--- src/rtl/bitseq_looper_top_v2.sv ---
// Multi-channel looping bit-sequence generator with per-channel pattern RAM.
// Option macro BITSEQ_IDLE_HOLD_EN: io_out holds its last bit after a stop.
module bitseq_looper_top_v2 #(
    parameter  int NCH = 4,
    parameter  int AW  = 4,
    localparam int CHW = (NCH <= 1) ? 1 : $clog2(NCH)
) (
    input  logic                  clk,
    input  logic                  rst_n,
    input  logic [NCH-1:0]        start_ch_bus,
    input  logic [NCH-1:0]        stop_ch_bus,
    input  logic                  sync_enable,
    input  logic [NCH-1:0]        arm_mask_in,
    input  logic                  arm_load,
    input  logic                  group_start,
    input  logic [NCH*(AW+1)-1:0] len_bus,
    input  logic [NCH*32-1:0]     rate_div_bus,
    input  logic [NCH*32-1:0]     phase_off_bus,
    input  logic                  wr_en,
    input  logic [CHW-1:0]        wr_ch,
    input  logic [AW-1:0]         wr_addr,
    input  logic                  wr_bit,
    output logic [NCH-1:0]        io_out,
    output logic [NCH-1:0]        playing
);

    localparam int DEP = 1 << AW;

    localparam logic [1:0] S_IDLE  = 2'd0;
    localparam logic [1:0] S_DELAY = 2'd1;
    localparam logic [1:0] S_RUN   = 2'd2;

    localparam logic [AW:0] DEPTH = {1'b1, {AW{1'b0}}};

    logic [NCH-1:0] armed_q;
    logic [NCH-1:0] armed_d;
    logic [NCH-1:0] trig;

    // A group start consumes the old mask even when a new one loads alongside.
    always_comb begin
        armed_d = armed_q;
        if (arm_load) begin
            armed_d = arm_mask_in;
        end else if (group_start) begin
            armed_d = '0;
        end
    end

    assign trig = sync_enable ? (armed_q & {NCH{group_start}})
                              : start_ch_bus;

    always_ff @(posedge clk or posedge rst_n) begin
        if (rst_n) begin
            armed_q <= '0;
        end else begin
            armed_q <= armed_d;
        end
    end

    for (genvar k = 0; k < NCH; k++) begin : g_ch
        logic [DEP-1:0] mem_q;
        logic [1:0]     st_q, st_d;
        logic [AW:0]    len_q, len_d;
        logic [AW:0]    len_in, len_eff;
        logic [31:0]    rate_q, rate_d;
        logic [31:0]    cnt_q, cnt_d;
        logic [31:0]    phase_in;
        logic [AW-1:0]  idx_q, idx_d, idx_nx;
        logic           io_q, io_d;
        logic           play_q, play_d;

        assign len_in   = len_bus[k*(AW+1) +: AW+1];
        assign len_eff  = (len_in > DEPTH) ? DEPTH : len_in;
        assign phase_in = phase_off_bus[k*32 +: 32];
        assign idx_nx   = ({1'b0, idx_q} == len_q - (AW+1)'(1))
                          ? '0 : idx_q + AW'(1);

        always_ff @(posedge clk) begin
            if (wr_en && !play_q && wr_ch == CHW'(k)) begin
                mem_q[wr_addr] <= wr_bit;
            end
        end

        always_comb begin
            st_d   = st_q;
            len_d  = len_q;
            rate_d = rate_q;
            cnt_d  = cnt_q;
            idx_d  = idx_q;
            io_d   = io_q;
            play_d = play_q;
            if (stop_ch_bus[k]) begin
                st_d   = S_IDLE;
                play_d = 1'b0;
`ifdef BITSEQ_IDLE_HOLD_EN
                io_d   = io_q;
`else
                io_d   = 1'b0;
`endif
            end else if (trig[k] && len_eff != '0) begin
                len_d  = len_eff;
                rate_d = rate_div_bus[k*32 +: 32];
                idx_d  = '0;
                play_d = 1'b1;
                if (phase_in == '0) begin
                    st_d  = S_RUN;
                    cnt_d = '0;
                    io_d  = mem_q[0];
                end else begin
                    st_d  = S_DELAY;
                    cnt_d = phase_in;
                    io_d  = 1'b0;
                end
            end else begin
                unique case (1'b1)
                    st_q == S_DELAY: begin
                        cnt_d = cnt_q - 32'd1;
                        if (cnt_q == 32'd1) begin
                            st_d = S_RUN;
                            io_d = mem_q[0];
                        end
                    end
                    st_q == S_RUN: begin
                        if (cnt_q == rate_q) begin
                            cnt_d = '0;
                            idx_d = idx_nx;
                            io_d  = mem_q[idx_nx];
                        end else begin
                            cnt_d = cnt_q + 32'd1;
                        end
                    end
                    default: ;
                endcase
            end
        end

        always_ff @(posedge clk or posedge rst_n) begin
            if (rst_n) begin
                st_q   <= S_IDLE;
                len_q  <= '0;
                rate_q <= '0;
                cnt_q  <= '0;
                idx_q  <= '0;
                io_q   <= 1'b0;
                play_q <= 1'b0;
            end else begin
                st_q   <= st_d;
                len_q  <= len_d;
                rate_q <= rate_d;
                cnt_q  <= cnt_d;
                idx_q  <= idx_d;
                io_q   <= io_d;
                play_q <= play_d;
            end
        end

        assign io_out[k]  = io_q;
        assign playing[k] = play_q;
    end

endmodule

--- config.mk ---
export PLATFORM = sky130hd
export DESIGN_NAME = bitseq_looper_top_v2
export DESIGN_NICKNAME = d
export VERILOG_FILES = /design/src/rtl/bitseq_looper_top_v2.sv
export SDC_FILE = /design/constraint.sdc
export NUM_CORES = 1
export LEC_CHECK = 0
export BUFFER_PORTS_ARGS = -buffer_cell sky130_fd_sc_hd__buf_4
export CORE_ASPECT_RATIO = 1.1
export CORE_MARGIN = 5
export CORE_UTILIZATION = 51
export CTS_BUF_LIST = sky130_fd_sc_hd__clkbuf_4
export DETAILED_ROUTE_END_ITERATION = 16
export HOLD_SLACK_MARGIN = 0.12
export PLACE_DENSITY = 0.74
export SKIP_CTS_REPAIR_TIMING = 1
export SLEW_MARGIN = 10
export SYNTH_ARGS = -nofsm -noshare
export SYNTH_HDL_FRONTEND = slang
export SYNTH_SLANG_ARGS = --single-unit
--- constraint.sdc ---
create_clock -name clk -period 9.18 [get_ports clk]
set_input_delay 0.459 -clock clk [delete_from_list [all_inputs] [get_ports clk]]
set_output_delay 0.459 -clock clk [all_outputs]
set_load 0.05 [all_outputs]
==> reports/qor.yml <==
run_status:
  status: "finished clean"
route:
  num_vias: 26300
  avgViaCountPerCell: 6.22
  ant_nets: 0
  drt-wirelength-per-cell_um: 21.6
  firstDrtPassIters: 9
  post-route-drc-count: 0
  drt_wl_total_um: 91300
  drtIter0Drc: 3175
logic_synthesis:
  netlist_top_cells_area: "dfrtp_1, edfxtp_1, nand2_1"
  synth_fa_ha_area_share_pct: 1.41
  netlist_area_mm2: 0.0249
  seq_area_frac_synth_pct: 39.1
  yosys_register_bits: 376
  synth.top_cell.area_share_pct: 31.4
  synthSimpleGateAreaFrac_pct: 25.9
  synthFlopType: "dfrtp_1"
  synth_edf_count: 64
  synth_cell_types: 84
  syn_inst: 3002
  synth.avg_cell_area_um2: 8.29
  async_flop_share_pct: 83.0
  synth_top_area_cell: "dfrtp_1"
  synth_nets: 3331
  netlist_top_cells_count: "nand2_1, dfrtp_1, nor2_1, clkbuf_1, xor2_1"
  synth_warnings: 0
  synthMuxAreaShare_pct: 3.22
  yosys.cell_count.top_type: "nand2_1"
  synth_xor_area_share_pct: 7.77
  synth_top_family_by_area: "simple AND/OR/NAND/NOR gates"
  synth-compound-area-share_pct: 17.4
clock_network:
  cts_tree: "yes"
  clockBufferDepth: 3
  path_clk_slew_ns: 0.07
  cts_sinks: 376
  htree_levels: 3
  cts_root_buffer: "clkbuf_4"
  cts_buffers: 104
  insertion_delay_ns: 0.90
place:
  gp_congestion: 0.943
  post-place-ws_ns: 5.46
  dp_hpwl_um: 59300
  port_buffers: 308
floorplan:
  start_util_pct: 51.2
  rows: 85
  die_area_mm2: 0.0533
  die_y_um: 242
  die_w_um: 221
  ios: 309
  core_area_mm2: 0.0486
power:
  max-vdd-ir-drop_mv: 0.229
  power_leakage_nw: 13.3
  cellPowerDensity_mw_per_mm2: 197
flow_run:
  drv_cap: 0
grt:
  grt_pass1_vias: 23700
  grt-ovfl-total: 0
  grt_max_degree: 171
  grt_pass1_wl_um: 130000
  gr-usage-all-layers_pct: 30.2
  antenna_found_initial: 9
worst_setup_path:
  startpoint: "armed_q[2]"
  cp.required_ns: 9.95
  rr_startpoint: "armed_q[2]"
  cp_max_fo: 36
  critPathCaptureType: "flip-flop"
  start_kind: "flip-flop"
  crit_type: "reg -> reg"
  arrival_ns: 4.25
sta:
  finalSetupTns_ns: 0
  setup_violations: 0
  setup_ws_ns: 5.70
  drv_slew: 0
  fin_skew_ns: 0.0633
  timing.slew.headroom_pct: 18.2
  final_min_period_over_clock_period_pct: 37.9
  hold_viol_final: 0
  rsz0062_at_grt: "no"
  fmax_mhz: 287
  min_period_ns: 3.48
  worstMarginPinSlew_ns: 1.23
final_layout:
  nets: 3817
  drive_gt1_share_pct: 16.9
  area_delta_synth_final_pct: 27.0
min_path:
  min_path_type: "in -> reg"
  min-delay-start: "wr_addr[3]"
[through the flow]
stage	util (%)	area [um^2]	cells	hold slack [ns]	power, mW
floorplan	-	24900	3002	0.465	3.88
global placement	56.2	27300	3740	0.481	4.43
detailed placement	56.2	27300	3740	0.482	4.48
CTS	58.9	28600	3929	-0.413	6.05
global route	65.0	31600	4228	0.137	6.56
finish	65.0	31600	4230	0.152	6.21
[state kept, by name (all words and copies together), names as in the netlist]
register and count:
g_ch.io_q 4, g_ch.mem_q 64, g_ch.cnt_q 128, g_ch.rate_q 128
g_ch.idx_q 16, g_ch.len_q 20, armed_q 4, g_ch.play_q 4
g_ch.st_q 8
[power breakdown]
group	internal [mW]	switching (mW)	total [mW]
sequential	2.02	0.736	2.75
combinational	0.896	0.992	1.89
clock	0.774	0.794	1.57
total	3.69	2.52	6.21
[critical path, stage by stage, from the launching register on]
cell and delay, ns:
dfrtp_1 0.35, and3_1 0.36, o22a_1 0.21, buf_4 0.39, nor2_1 0.19, a21oi_1 0.88
buf_4 0.34, nand2_1 0.28, a221oi_1 0.32, nor3_1 0.08
[logic make-up (layout without fill, tap and decap cells)]
logic type	after synthesis	in the layout
DFF	376	376
other	0	7
buffers and inverters	332	901
muxes	64	64
AOI/OAI and AO/OA	637	637
adders and majority gates	28	28
xor gates and xnor gates	220	220
and+or+nand+nor	1345	1345
[placed cells by master, fill, tap and decap left out, types with 101 or more instances in the layout]
cell,n
clkbuf_4,149
nor4_1,106
xor2_1,177
dfrtp_1,312
nand2_1,474
nand3_1,101
a21oi_1,138
o21ai_0,128
nor2_1,291
dlygate4sd3_1,294
buf_4,343
[path summary, 6_finish.rpt]
kind                            slack (ns)            endpoint  cells after the start
worst min-delay path                  0.15   g_ch[2].mem_q[12]                      3
max in group asynchronous             7.47   g_ch[0].rate_q[6]                      4
worst min register to register        0.50  g_ch[0].rate_q[27]                      2
worst max-delay path                  5.70   g_ch[2].cnt_q[28]                      9
min in group asynchronous             0.18   g_ch[2].cnt_q[15]                      3
worst max register to register        5.70   g_ch[2].cnt_q[28]                      9
[layer usage]
metal | up-vias | wire length (um) | track usage [%]
li1 | 11900 | - | -
met1 | 12500 | 35500 | 40.4
met2 | 1553 | 44200 | 49.5
met3 | 357 | 7660 | 5.32
met4 | 2 | 3950 | 10.6
met5 | - | 7 | 0
[final cells by class]
type                       instances  area (um^2)
inverter                          74          285
fill                            3951        17000
sequential                       376         9730
clock buffer                     149         1120
antenna                            7         17.5
tap                              652          816
multi-input combinational       2294        13900
timing repair buffer             638         5540
clock inverter                    40          190
No activity file was read; power rests on OpenSTA's default activity.
